==> src/rtl/bus_bridge_pkg.sv <==
// Shared bus constants and access-size codes for bus_bridge.
// Default widths mirror femto.vh; an earlier inclusion of femto.vh takes precedence.
`ifndef XLEN
`define XLEN 32
`endif
`ifndef BUS_WIDTH
`define BUS_WIDTH 32
`endif
`ifndef BUS_ACC_CNT
`define BUS_ACC_CNT 3
`endif
`ifndef BRIDGE_SIZE
`define BRIDGE_SIZE 4096
`endif

package bus_bridge_pkg;

  localparam int XLEN_W = `XLEN;
  localparam int BUS_W  = `BUS_WIDTH;
  localparam int ACC_W  = $clog2(`BUS_ACC_CNT);

  typedef enum logic [ACC_W-1:0] {
    ACC_BYTE = 2'd0,
    ACC_HALF = 2'd1,
    ACC_WORD = 2'd2
  } acc_e;

  // Keep only the low 'span' address bits: the peripheral sees a window-local offset.
  function automatic logic [XLEN_W-1:0] span_addr(input logic [XLEN_W-1:0] addr,
                                                 input int span);
    logic [XLEN_W-1:0] keep;
    keep = '0;
    for (int i = 0; i < XLEN_W; i++) begin
      if (i < span) keep[i] = 1'b1;
      else          keep[i] = 1'b0;
    end
    return addr & keep;
  endfunction

endpackage

==> src/rtl/bus_bridge.sv <==
// Single-outstanding bridge from the data-bus interconnect to a peripheral bus.
// Optional feature: define BRIDGE_TIMEOUT_EN to bound the peripheral wait with TIMEOUT_CYCLES.
module bus_bridge
  import bus_bridge_pkg::*;
#(
  parameter int BRIDGE_SPAN    = $clog2(`BRIDGE_SIZE),
  parameter int TIMEOUT_CYCLES = 255
) (
  input  logic              clk,
  input  logic              rstn,
  input  logic              s_req,
  input  logic [XLEN_W-1:0] s_addr,
  input  logic              s_w_rb,
  input  logic [ACC_W-1:0]  s_acc,
  input  logic [BUS_W-1:0]  s_wdata,
  output logic              s_resp,
  output logic [BUS_W-1:0]  s_rdata,
  output logic              p_req,
  output logic [XLEN_W-1:0] p_addr,
  output logic              p_w_rb,
  output logic [ACC_W-1:0]  p_acc,
  output logic [BUS_W-1:0]  p_wdata,
  input  logic              p_resp,
  input  logic [BUS_W-1:0]  p_rdata,
  output logic              busy,
  output logic              bridge_fault
);

  typedef enum logic [1:0] {
    ST_IDLE  = 2'd0,
    ST_ISSUE = 2'd1,
    ST_WAIT  = 2'd2,
    ST_DONE  = 2'd3
  } state_e;

  state_e state_r;

`ifdef BRIDGE_TIMEOUT_EN
  localparam int TO_W = (TIMEOUT_CYCLES > 0) ? $clog2(TIMEOUT_CYCLES + 1) : 1;
  localparam logic [TO_W-1:0] TO_LIMIT = TO_W'(TIMEOUT_CYCLES);

  logic [TO_W-1:0] to_cnt_r;
`endif

  // Transaction FSM; every output is a register updated here.
  always_ff @(posedge clk or negedge rstn) begin
    if (!rstn) begin
      state_r      <= ST_IDLE;
      s_resp       <= 1'b0;
      s_rdata      <= '0;
      p_req        <= 1'b0;
      p_addr       <= '0;
      p_w_rb       <= 1'b0;
      p_acc        <= '0;
      p_wdata      <= '0;
      busy         <= 1'b0;
      bridge_fault <= 1'b0;
`ifdef BRIDGE_TIMEOUT_EN
      to_cnt_r     <= '0;
`endif
    end else begin
      s_resp       <= 1'b0;
      p_req        <= 1'b0;
      // A request arriving while a transaction is outstanding is dropped and flagged.
      bridge_fault <= s_req & busy;
      case (state_r)
        ST_IDLE: begin
          if (s_req) begin
            p_addr  <= span_addr(s_addr, BRIDGE_SPAN);
            p_w_rb  <= s_w_rb;
            p_acc   <= s_acc;
            p_wdata <= s_wdata;
            p_req   <= 1'b1;
            busy    <= 1'b1;
            state_r <= ST_ISSUE;
          end else begin
            state_r <= ST_IDLE;
          end
        end
        ST_ISSUE: begin
          // A zero-wait peripheral may answer in the same cycle as p_req.
          if (p_resp) begin
            s_rdata <= p_rdata;
            s_resp  <= 1'b1;
            state_r <= ST_DONE;
          end else begin
`ifdef BRIDGE_TIMEOUT_EN
            to_cnt_r <= '0;
`endif
            state_r <= ST_WAIT;
          end
        end
        ST_WAIT: begin
          if (p_resp) begin
            s_rdata <= p_rdata;
            s_resp  <= 1'b1;
            state_r <= ST_DONE;
`ifdef BRIDGE_TIMEOUT_EN
          end else if (to_cnt_r == TO_LIMIT) begin
            s_rdata      <= '0;
            s_resp       <= 1'b1;
            bridge_fault <= 1'b1;
            state_r      <= ST_DONE;
          end else begin
            to_cnt_r <= to_cnt_r + {{(TO_W-1){1'b0}}, 1'b1};
            state_r  <= ST_WAIT;
`else
          end else begin
            state_r <= ST_WAIT;
`endif
          end
        end
        ST_DONE: begin
          busy    <= 1'b0;
          state_r <= ST_IDLE;
        end
        default: begin
          busy    <= 1'b0;
          state_r <= ST_IDLE;
        end
      endcase
    end
  end

endmodule
==> config.mk <==
export PLATFORM = sky130hd
export DESIGN_NAME = bus_bridge
export DESIGN_NICKNAME = d
export VERILOG_FILES = /design/src/rtl/bus_bridge_pkg.sv /design/src/rtl/bus_bridge.sv
export SDC_FILE = /design/constraint.sdc
export NUM_CORES = 1
export LEC_CHECK = 0
export BUFFER_PORTS_ARGS = -buffer_cell sky130_fd_sc_hd__buf_4
export CAP_MARGIN = 0
export CORE_UTILIZATION = 43
export CTS_CLUSTER_SIZE = 40
export DETAILED_ROUTE_END_ITERATION = 8
export GPL_TIMING_DRIVEN = 0
export PLACE_DENSITY = 0.8
export SLEW_MARGIN = 15
export SYNTH_ARGS = -nofsm -noshare
export SYNTH_HDL_FRONTEND = slang
export SYNTH_SLANG_ARGS = --single-unit
==> constraint.sdc <==
create_clock -name clk -period 2 [get_ports clk]
set_input_delay 0.2 -clock clk [delete_from_list [all_inputs] [get_ports clk]]
set_output_delay 0.2 -clock clk [all_outputs]
set_load 0.02 [all_outputs]
==> results.txt <==
Multi-input logic area: 0.00106 mm²
Post-synthesis sequential area ratio: 0.638
Register bit total from synthesis: 85
H-tree depth: 3
Largest family of logic cells by synthesized area: multiplexers
Max-slew violation count: 0
Register area: 0.00213 mm²
Tcrit/Tclk final: 0.857
Remaining DRCs: 0
Grt met2 use: 0.288
Die X-Extent: 90.1 µm
Mapped Cells: 206
Antenna cells: 0
Pre-CTS setup slack: 0.263 ns
Worst-skew pair later-pin latency: 0.33 ns
Core Region: 0.00737 mm²
Critical Path Fanout Max: 10
Status: completed
Clock Path Buffers: 2
Max frequency: 583 MHz
EDFF count, synth: 0
DRC violation total after the first TritonRoute iteration: 53
Largest net degree at the start of global routing: 86
Reg2Reg Setup Slack: 0.29 ns
Critical path origin: state_r[0]$_DFF_PN0_
Final ANT Viol Nets: 0
Initial core utilization: 0.452
Reg2reg start: state_r[0]$_DFF_PN0_
Post-synth top flop: dfrtp_1
R2R cell count: 5
CP arrival: 1.93 ns
Drt pass-1 iters: 4
Worst vdd ir: 0.000847 V
CTS Hold Bufs: 0
Post-synthesis simple-gate area fraction: 0.00413
Clock skew: 0.00830 ns
Overall power: 8.65 mW
Compound-gate portion of the synthesized area: 0.00413
Endpoints failing setup: 0
First-pass GRT wire length: 10.9 mm
Hold_sp: s_wdata[5]
Final HPWL DP: 5.10 mm
Max_cap viols: 0
RR Endpoint: s_rdata[0]$_DFFE_PN0P_
Met1 Use GR: 0.203
Grt met3 use: 0.0516
Post-CTS sizing: 0
Hold Vio Cnt, Final: 0
Die height: 90.1 µm
GP Congestion: 0.683
Layout cells sized above 1: 0.705
Cts bufs inserted: 9
Cell area power density: 1720 mW/mm²
Clock slew at reported path FFs: 0.08 ns
CP Class: flip-flop to flip-flop
Crit end category: flip-flop
Filler Cell Count: 533
Synth Area in Adders: 0.00750
Post-CTS Setup Bufs: 0
Root buf cell: clkbuf_8
Number of global-route vias before repair: 2,261
Mean Syn Cell Area: 16.2 µm²
Hold Path End: p_wdata[5]$_DFFE_PN0P_
Most common cell in the netlist: dfrtp_1
DR vias: 2,257
Top cell type by total area after synthesis: dfrtp_1
Initial antenna violation count: 0
Full die area: 0.00811 mm²
Leading post-synthesis cells by cell area: dfrtp_1 (64%), mux2_2 (24%), buf_4 (4.5%), mux2_4 (3.6%), buf_2 (0.90%)
Via density: 4.46
Hold path cells: 2
Top Usage Layer GRT: met2
Gr ovfl total: 0
Fin worst setup slack: 0.286 ns
Leakage: 2.57 nW
Num ports: 206
Final Util: 0.683
WP data required: 2.21 ns
Setup TNS: 0 ns
WL per Instance: 13.3 µm
Area delta synth->final: 51.0%
Syn Std Cell Area: 0.00333 mm²
Overall routing resource usage: 0.169
Unique masters post-synth: 14
Top cells by count, synth: dfrtp_1 (85), mux2_2 (71), buf_4 (20), mux2_4 (8), buf_2 (6)
Hold slack: 0.0924 ns
Num rows: 31
Top cell type's share of synthesized area: 0.638
Nets: 508
XOR/XNOR Fraction of Synth Area: 0
Minimum clock period: 1.71 ns
IO Port Bufs: 165
YS warnings: 0
CTS sink count: 85
Final WL: 6.73 mm
CP startpoint kind: flip-flop
Asr flop ratio synth: 1.00
Unrepaired setup endpoints after global routing: false
Post-synthesis mux area share: 0.279
Worst Hold Class: input pin to flip-flop
TritonCTS clock tree: done
[stage by stage]
step	area [µm²]	cells
after floorplan	3410	225
after global placement	4770	489
after detailed placement	4770	489
after CTS	5000	504
after global routing	5030	506
final	5030	506
[layout by cell type (no fill, tap or decap)]
cell,Yosys,routed
mux2_2,71,71
mux2_4,8,8
conb_1,1,20
buf_16,0,1
buf_4,20,185
o21ai_0,1,1
o2bb2ai_1,1,1
and2_1,1,1
inv_1,5,5
bufinv_16,0,3
clkbuf_8,0,9
ha_1,2,2
nand2_1,2,2
clkinv_2,0,2
buf_2,6,6
dlygate4sd3_1,0,1
mux2i_1,1,1
dfrtp_1,85,85
clkbuf_1,0,1
buf_6,2,2
[layout make-up]
| type | instances | share of cell area |
|---|---|---|
| sequential | 85 | 0.423 |
| inverter | 5 | 0.00373 |
| timing repair buffer | 167 | 0.254 |
| multi-input combinational | 107 | 0.210 |
| clock inverter | 5 | 0.0199 |
| tap | 99 | 0.0246 |
| buffer | 28 | 0.0403 |
| clock buffer | 10 | 0.0254 |
[worst max-delay path, cell delays in order (launching register included)]
cell and delay, ns:
dfrtp_1 0.35, inv_1 0.05, ha_1 0.30, nand2_1 0.22, buf_2 0.31, mux2_2 0.37
[state kept, by name, summed over array words and instances (netlist names)]
name	count
bridge_fault	1
busy	1
p_acc	2
p_addr	12
p_req	1
p_w_rb	1
p_wdata	32
s_rdata	32
s_resp	1
state_r	2
[cells by family after synthesis]
| family | Yosys count |
|---|---|
| DFF | 85 |
| muxes | 80 |
| buffers and inverters | 33 |
| and+or+nand+nor | 3 |
| AOI/OAI and AO/OA | 2 |
| adders and majority gates | 2 |
| other | 1 |
[routing by layer]
layer / up-vias / wire, µm / share of wire
li1: 1052 / - / -
met1: 1081 / 2650 / 0.39
met2: 113 / 3420 / 0.51
met3: 11 / 556 / 0.083
met4: 0 / 104 / 0.015
met5: - / 0 / 0
[worst max-delay path by stage]
stage / end / slack [ns] / cells past startpoint
2_1_floorplan: s_rdata[0]$_DFFE_PN0P_ / 0.48 / 5
3_3_place_gp: s_rdata[11]$_DFFE_PN0P_ / 0.31 / 5
3_5_place_dp: s_rdata[0]$_DFFE_PN0P_ / 0.26 / 5
4_1_cts: s_rdata[0]$_DFFE_PN0P_ / 0.25 / 5
5_1_grt: s_rdata[0]$_DFFE_PN0P_ / 0.17 / 5
6_report: s_rdata[0]$_DFFE_PN0P_ / 0.29 / 5
[report_power, final]
part	switching (mW)	leakage, nW	internal [mW]
logic	2.06	1.45	2.18
clock network	0.555	0.116	0.820
registers	0.434	1.00	2.60
Note: power is estimated with default switching activity, not from simulation.
